[src/rtl/fork_block.sv]
`default_nettype none
// ============================================================================
// Module   : fork_block
// Purpose  : Clocked four-phase handshake fork. One upstream req/ack channel
//            is broadcast to two downstream branches. The upstream ack is
//            raised only after both branches have acknowledged, and dropped
//            only after both branch acks have returned to zero. The payload
//            is captured on request acceptance and held for the transaction.
// Options  : FORK_TIMEOUT_EN - when defined, a watchdog counts the cycles
//            spent waiting in REQ/RTZ and raises a sticky timeout_err at
//            TIMEOUT_CYC. When undefined, timeout_err is tied to 0.
// Revision : 1.0 - initial release
// ============================================================================
module fork_block #(
  parameter int DATA_W      = 8,
  parameter int COUNT_W     = 16,
  parameter int TIMEOUT_CYC = 255
) (
  input  logic               clk,
  input  logic               rst,          // asynchronous, active-low
  input  logic               req_in,
  output logic               ack_out,
  input  logic [DATA_W-1:0]  data_in,
  output logic               req_out1,
  output logic               req_out2,
  input  logic               ack_in1,
  input  logic               ack_in2,
  output logic [DATA_W-1:0]  data_out,
  output logic [COUNT_W-1:0] txn_count,
  output logic               timeout_err
);

  localparam logic [1:0] S_IDLE = 2'd0;
  localparam logic [1:0] S_REQ  = 2'd1;
  localparam logic [1:0] S_FULL = 2'd2;
  localparam logic [1:0] S_RTZ  = 2'd3;

  logic [1:0]         state_q, state_d;
  logic               got1_q, got1_d;
  logic               got2_q, got2_d;
  logic               low1_q, low1_d;
  logic               low2_q, low2_d;
  logic               req_q, req_d;
  logic               ack_q, ack_d;
  logic [DATA_W-1:0]  data_q, data_d;
  logic [COUNT_W-1:0] cnt_q, cnt_d;

  // State register plus all registered outputs and handshake bookkeeping
  always_ff @(posedge clk or negedge rst) begin
    if (!rst) begin
      state_q <= S_IDLE;
      got1_q  <= 1'b0;
      got2_q  <= 1'b0;
      low1_q  <= 1'b0;
      low2_q  <= 1'b0;
      req_q   <= 1'b0;
      ack_q   <= 1'b0;
      data_q  <= '0;
      cnt_q   <= '0;
    end else begin
      state_q <= state_d;
      got1_q  <= got1_d;
      got2_q  <= got2_d;
      low1_q  <= low1_d;
      low2_q  <= low2_d;
      req_q   <= req_d;
      ack_q   <= ack_d;
      data_q  <= data_d;
      cnt_q   <= cnt_d;
    end
  end

  // Next-state logic: sticky per-branch flags decide when each phase is done
  always_comb begin
    state_d = state_q;
    got1_d  = got1_q;
    got2_d  = got2_q;
    low1_d  = low1_q;
    low2_d  = low2_q;
    data_d  = data_q;
    cnt_d   = cnt_q;
    unique case (state_q)
      S_IDLE: begin
        if (req_in) begin
          data_d  = data_in;
          got1_d  = 1'b0;
          got2_d  = 1'b0;
          state_d = S_REQ;
        end
      end
      S_REQ: begin
        // An ack seen once stays counted even if it drops again early;
        // a req_in drop here is a protocol violation and is ignored.
        got1_d = got1_q | ack_in1;
        got2_d = got2_q | ack_in2;
        if (got1_d && got2_d) begin
          state_d = S_FULL;
        end
      end
      S_FULL: begin
        if (!req_in) begin
          low1_d  = 1'b0;
          low2_d  = 1'b0;
          state_d = S_RTZ;
        end
      end
      S_RTZ: begin
        low1_d = low1_q | ~ack_in1;
        low2_d = low2_q | ~ack_in2;
        if (low1_d && low2_d) begin
          state_d = S_IDLE;
          cnt_d   = cnt_q + COUNT_W'(1);
        end
      end
      default: begin
        state_d = S_IDLE;
      end
    endcase
  end

  // Output decode from the next state so every output comes straight from a flop
  always_comb begin
    req_d = (state_d == S_REQ)  || (state_d == S_FULL);
    ack_d = (state_d == S_FULL) || (state_d == S_RTZ);
  end

  assign req_out1  = req_q;
  assign req_out2  = req_q;
  assign ack_out   = ack_q;
  assign data_out  = data_q;
  assign txn_count = cnt_q;

`ifdef FORK_TIMEOUT_EN
  localparam int               TO_W     = (TIMEOUT_CYC < 1) ? 1 : $clog2(TIMEOUT_CYC + 1);
  localparam logic [TO_W-1:0]  TO_LIMIT = TO_W'(TIMEOUT_CYC);

  logic [TO_W-1:0] to_cnt_q, to_cnt_d;
  logic            to_err_q, to_err_d;
  logic            waiting_d;

  // Watchdog registers; the error flag is sticky until reset
  always_ff @(posedge clk or negedge rst) begin
    if (!rst) begin
      to_cnt_q <= '0;
      to_err_q <= 1'b0;
    end else begin
      to_cnt_q <= to_cnt_d;
      to_err_q <= to_err_d;
    end
  end

  // Restart on entry to a waiting state, count while staying, saturate at limit
  always_comb begin
    to_cnt_d  = to_cnt_q;
    to_err_d  = to_err_q;
    waiting_d = (state_d == S_REQ) || (state_d == S_RTZ);
    if (waiting_d && (state_d != state_q)) begin
      to_cnt_d = '0;
    end else if (waiting_d && (to_cnt_q != TO_LIMIT)) begin
      to_cnt_d = to_cnt_q + TO_W'(1);
    end
    if (waiting_d && (to_cnt_d == TO_LIMIT)) begin
      to_err_d = 1'b1;
    end
  end

  assign timeout_err = to_err_q;
`else
  // Watchdog not built; the limit parameter is intentionally left unused
  logic unused_timeout_cfg;
  assign unused_timeout_cfg = |TIMEOUT_CYC;
  assign timeout_err        = 1'b0;
`endif

endmodule
`default_nettype wire

[config.mk]
export PLATFORM = sky130hd
export DESIGN_NAME = fork_block
export DESIGN_NICKNAME = d
export VERILOG_FILES = /design/src/rtl/fork_block.sv
export SDC_FILE = /design/constraint.sdc
export NUM_CORES = 1
export LEC_CHECK = 0
export CAP_MARGIN = 40
export CORE_MARGIN = 4
export CORE_UTILIZATION = 35
export DETAILED_ROUTE_END_ITERATION = 8
export GPL_TIMING_DRIVEN = 0
export MAX_ROUTING_LAYER = met4
export PLACE_DENSITY_LB_ADDON = 0.1
export SYNTH_ARGS = -nofsm -noshare
export SYNTH_HDL_FRONTEND = slang
export SYNTH_SLANG_ARGS = --single-unit
export TNS_END_PERCENT = 5
[constraint.sdc]
create_clock -name clk -period 1.6 [get_ports clk]
set_clock_uncertainty 0.2 [all_clocks]
set_input_delay 0.24 -clock clk [delete_from_list [all_inputs] [get_ports clk]]
set_output_delay 0.24 -clock clk [all_outputs]
set_load 0.01 [all_outputs]
# Word-level counts from Yosys, hierarchy flattened
# Cells that the tools add are included.
dict set report op_classes {
  n_addsub 1
  eq_ne 8
  muxes 11
  n_bitwise 6
  n_reduce_logical 11
}
# operator count
set ops {}
lappend ops {{$add A16 B1 Y16 const B} 1}
lappend ops {{$eq A2 B2 Y1 const B} 4}
lappend ops {{$mux W2} 4}
lappend ops {{$pmux W1 S2} 4}
lappend ops {{$pmux W2 S4} 1}
lappend ops {{$reduce_and A2 Y1} 4}
lappend ops {{$eq A2 B1 Y1 const B} 2}
lappend ops {{$ne A2 B2 Y1 const B} 2}
lappend ops {{$or A1 B1 Y1} 4}
lappend ops {{$reduce_bool A2 Y1} 2}
lappend ops {{$logic_and A1 B1 Y1} 2}
lappend ops {{$logic_not A2 Y1} 1}
lappend ops {{$logic_or A1 B1 Y1} 2}
lappend ops {{$mux W1} 2}
lappend ops {{$not A1 Y1} 2}
dict set report totals {
  ff_bits 32
  input_bits 13
  output_inout_bits 28
  wordCells 46
}

# Depth between registers and ports, before layout
dict set report depth {
  word_depth 7
  depth_mapped 5
  ltp_nobuf 4
}

# Worst setup path before layout
# Ideal clock, no wire load.
dict set report synth_path {
  path_kind {register to register}
  from {reg ack_out (netlist name)}
  to {reg data_q[1], in the netlist data_out[1]}
  setup_ps 125
  arrival_time_ps 1287
  t_required_ps 1275
  path_slack_ps -11
  path_stages_with_launch 6
  path_buffers 1
  synth_period_minus_slack_ps 1611
  cell_sequence {dfrtp_1 buf_2 inv_2 nand2_1 nor2_4 mux2_2}
}
# element line_no
set synth_rtl {}
lappend synth_rtl {{end signal, assigned} 68} ;# data_q <= data_d;
lappend synth_rtl {{end, declared} 45} ;# logic [DATA_W-1:0] data_q, data_d;

# Worst setup path after layout
dict set report layout_path {
  from {reg cnt_q[6], in the netlist txn_count[6]}
  to {reg cnt_q[12], in the netlist txn_count[12]}
}
dict set report layout_between {
  elab_chain_len 1
}
# element line_no
set layout_rtl {}
lappend layout_rtl {{start, declared} 46} ;# logic [COUNT_W-1:0] cnt_q, cnt_d;
lappend layout_rtl {{start signal, assigned} 69} ;# cnt_q <= cnt_d;
lappend layout_rtl {{$add A16 B1 Y16} 112} ;# cnt_d = cnt_q + COUNT_W'(1);
# Every way passes these cells.
# A chain may end at the register's enable or synchronous reset.

==> impl_table.tex <==
\begin{tabular}{lr}
\hline
Metric & Value \\
\hline
\multicolumn{2}{l}{\textbf{Timing}} \\
Transition time at the pin with the least slew margin & between 0.7 and 0.8 ns \\
Final Max Tran Viols & 0 \\
Shortest clock period the worst path allows after layout & 1.56 ns \\
Unrepaired setup endpoints after global routing & true \\
Peak Freq & 640 MHz \\
Tcrit/Tclk final & 97.6\% \\
Headroom to the max-slew limit & between 50\% and 60\% \\
Setup Viol. Count Final & 0 \\
Hold Vio Cnt, Final & 0 \\
Hold WS & between 0.15 and 0.2 ns \\
\multicolumn{2}{l}{\textbf{Logic synthesis}} \\
Synth Cell Area & between 1000 and 1500 µm² \\
Post-synthesis register bit count & 31 \\
Number of warnings issued by yosys & 0 \\
Synthesized net count & 140 \\
Average footprint of a synthesized cell & 11.2 µm² \\
Cell count after synthesis & 126 \\
Sequential area share after synthesis & 54.9\% \\
Post-synth cell types & 31 \\
\multicolumn{2}{l}{\textbf{Place}} \\
HPWL reported at the end of detailed placement & 2.10 mm \\
Gpl congestion & 0.784 \\
Port buffer count & 39 \\
\multicolumn{2}{l}{\textbf{Drt}} \\
Drc violations & 0 \\
Count of TritonRoute iterations in the first routing pass & 4 \\
DR WL/cell & between 10 and 15 µm \\
Count of routing violations after the opening detailed-route iteration & 59 \\
Vias after detailed routing & 1,130 \\
Via density & 4.83 \\
Routed WL & 3.10 mm \\
Remaining antenna violation count & 0 \\
\multicolumn{2}{l}{\textbf{Clocking}} \\
Deepest clock path buffer count & 2 \\
Clk root buf & sky130\_fd\_sc\_hd\_\_clkbuf\_8 \\
Total clock buffers created by CTS & 5 \\
Clock transition at the registers of the reported paths & about 0.070 ns \\
Insertion delay of the later-clocked pin in the worst-skew pair & 0.28 ns \\
Number of clock sinks & 31 \\
H-Tree Depth & 2 \\
TritonCTS clock tree & built \\
\multicolumn{2}{l}{\textbf{Global routing}} \\
Peak-usage layer in the global routing report & met2 \\
Largest net degree at the start of global routing & 19 \\
Number of antenna violations at the first check in global routing & 0 \\
Gr ovfl total & 0 \\
Met2 routing resource usage after global routing & between 10\% and 20\% \\
Vias in the first global route & approximately 1,100 \\
Met1 global-route usage & 16.9\% \\
Met3 Use GR & 5.19\% \\
First-pass GRT wire length & 5.18 mm \\
GRT Resource Usage Total & 13.2\% \\
\multicolumn{2}{l}{\textbf{Floorplan}} \\
I/O pin cnt & 41 \\
Die width & roughly 72 µm \\
Cell Rows & 22 \\
Vert. Die Dim & 71.5 µm \\
Area inside the core boundary & 3770 µm² \\
Effective utilization at floorplan & 37.5\% \\
Area enclosed by the die boundary & 5120 µm² \\
\multicolumn{2}{l}{\textbf{Worst setup path}} \\
Kind of start point of the critical path & register \\
Kind of end point of the critical path & register \\
Arr. time, crit path & $\sim$1.6 ns \\
Reg-to-reg slack, setup & about 0.038 ns \\
Worst Reg2Reg Path Length in Cells & 4 \\
Reg2Reg Launch Point & txn\_count[6] \\
Worst setup path endpoint & txn\_count[12] \\
Reg-to-Reg End & txn\_count[12] \\
Worst endpoint required time & 1.60 ns \\
Start point of the critical path & txn\_count[6] \\
Start-to-end type of the worst setup path & reg2reg \\
Maximum fanout count along the critical path & 5 \\
\multicolumn{2}{l}{\textbf{Power and ir drop}} \\
Leakage power & around 1.1 nW \\
Cell Pwr Density & approximately 1500 nW/µm² \\
VDD IR-drop max & 0.991 mV \\
\multicolumn{2}{l}{\textbf{Hold path}} \\
Hold Path Class & in2reg \\
\multicolumn{2}{l}{\textbf{Layout}} \\
Fin nets & 199 \\
End-of-flow core utilization & 57.4\% \\
Leading cell types in the layout, fill and taps excluded & sky130\_fd\_sc\_hd\_\_dfrtp\_1 (29), sky130\_fd\_sc\_hd\_\_dlygate4sd2\_1 (26), sky130\_fd\_sc\_hd\_\_buf\_4 (14), sky130\_fd\_sc\_hd\_\_a21oi\_1 (11), sky130\_fd\_sc\_hd\_\_nand4\_1 (11) \\
Area growth from synthesis to layout & 53.3\% \\
Antenna fix cells & 0 \\
Leading cell type in the layout, fill and taps excluded & sky130\_fd\_sc\_hd\_\_dfrtp\_1 \\
Fraction of layout cells with a size suffix above 1 & 26.3\% \\
\multicolumn{2}{l}{\textbf{Outcome}} \\
Outcome & finished, final reports clean \\
\multicolumn{2}{l}{\textbf{Flow run}} \\
Max cap viols & 0 \\
\hline
\end{tabular}
routing by layer:
metal / part of all wire [%] / vias to the layer above
met5: 0 / -
met4: 1.5 / 0
met3: 7.1 / 6
met2: 44 / 34
met1: 47 / 535
li1: - / 555
cells in the mapped netlist:
cell type,count,area [µm²]
sky130_fd_sc_hd__conb_1,1,3.75
sky130_fd_sc_hd__xor2_1,6,52.6
sky130_fd_sc_hd__a32oi_1,1,8.76
sky130_fd_sc_hd__nand2_1,8,30.0
sky130_fd_sc_hd__ha_1,1,12.5
sky130_fd_sc_hd__and3_1,2,12.5
sky130_fd_sc_hd__nand3_1,1,5.00
sky130_fd_sc_hd__a21oi_1,11,55.1
sky130_fd_sc_hd__clkbuf_1,1,3.75
sky130_fd_sc_hd__dfrtp_1,31,776
sky130_fd_sc_hd__mux2_1,2,22.5
sky130_fd_sc_hd__buf_4,2,15.0
sky130_fd_sc_hd__a21o_1,1,7.51
sky130_fd_sc_hd__buf_2,3,15.0
sky130_fd_sc_hd__nor2_4,1,11.3
sky130_fd_sc_hd__nor2_1,11,41.3
sky130_fd_sc_hd__o22a_1,1,8.76
sky130_fd_sc_hd__inv_2,1,3.75
sky130_fd_sc_hd__nand2b_2,1,8.76
sky130_fd_sc_hd__and2_1,2,12.5
sky130_fd_sc_hd__nand4_1,11,68.8
sky130_fd_sc_hd__nor4_1,2,12.5
sky130_fd_sc_hd__nand2b_4,1,13.8
sky130_fd_sc_hd__nor3_1,3,15.0
sky130_fd_sc_hd__xnor2_1,9,78.8
sky130_fd_sc_hd__inv_1,2,7.51
sky130_fd_sc_hd__nor2b_1,1,6.26
sky130_fd_sc_hd__mux2_2,6,67.6
sky130_fd_sc_hd__nand4_4,1,21.3
sky130_fd_sc_hd__nand2b_1,1,6.26
sky130_fd_sc_hd__and4_1,1,8.76
timing repair:
item	in CTS	in global routing
pin swaps	1	5
hold buffers	0	0
resized for setup	32	24
setup endpoints to repair	41	20
setup buffers	5	7
power breakdown:
| group | switching, mW | internal [mW] |
|---|---|---|
| Combinational | 0.669 | 0.776 |
| Clock | 0.277 | 0.392 |
| Sequential | 0.159 | 1.03 |
| Total | 1.11 | 2.20 |
through the flow:
stage | setup TNS (ns) | area, µm² | setup slack, ns | std cells | power [mW]
finish | 0 | 2170 | 0.0382 | 234 | 3.30
global route | -0.0460 | 2170 | -0.0379 | 234 | 3.54
CTS | -0.00191 | 2010 | -0.00191 | 227 | 3.07
detailed placement | -5.28 | 1900 | -0.332 | 214 | 2.48
global placement | -19.39 | 1870 | -0.469 | 213 | 2.44
floorplan | 0 | 1420 | 0.0112 | 126 | 1.90
worst min path at each step:
| stage | start | endpoint | slack, ns | depth (start not counted) |
|---|---|---|---|---|
| 2_1_floorplan | rst | ack_out | -0.26 | 0 |
| 3_3_place_gp | data_out[5] | data_out[5] | 0.27 | 1 |
| 3_5_place_dp | txn_count[15] | txn_count[15] | 0.28 | 1 |
| 4_1_cts | rst | req_out1 | 0.20 | 1 |
| 5_1_grt | ack_in1 | got1_q | 0.18 | 3 |
| 6_report | ack_in2 | got2_q | 0.16 | 3 |
registers in the layout, indices dropped and copies added, names as in the netlist:
register and flops:
ack_out 1, data_out 8, got1_q 1, got2_q 1, low1_q 1, low2_q 1, req_out1 1, state_q 1
txn_count 16
kinds of logic after synthesis:
kind of cell    synth area share (%)
fa+ha+maj                      0.886
compound gates                  5.67
other cells                    0.265
simple gates                    19.4
flops                           54.9
xor+xnor                        9.30
buf+inv                         3.19
mux                             6.38
area by class of cell:
type | count | area, µm²
multi-input combinational | 86 | 673
buffer | 6 | 43.8
tap | 48 | 60.1
inverter | 3 | 16.3
sequential | 31 | 778
clock buffer | 8 | 100
timing repair buffer | 52 | 494
fill | 323 | 1610
critical path, stage by stage, from the launching register on:
cell                      delay [ns]
sky130_fd_sc_hd__dfrtp_1        0.36
sky130_fd_sc_hd__buf_6          0.11
sky130_fd_sc_hd__nand4_1        0.28
sky130_fd_sc_hd__nor4_2         0.37
sky130_fd_sc_hd__xor2_1         0.16
(Power assumes the default switching activity.)
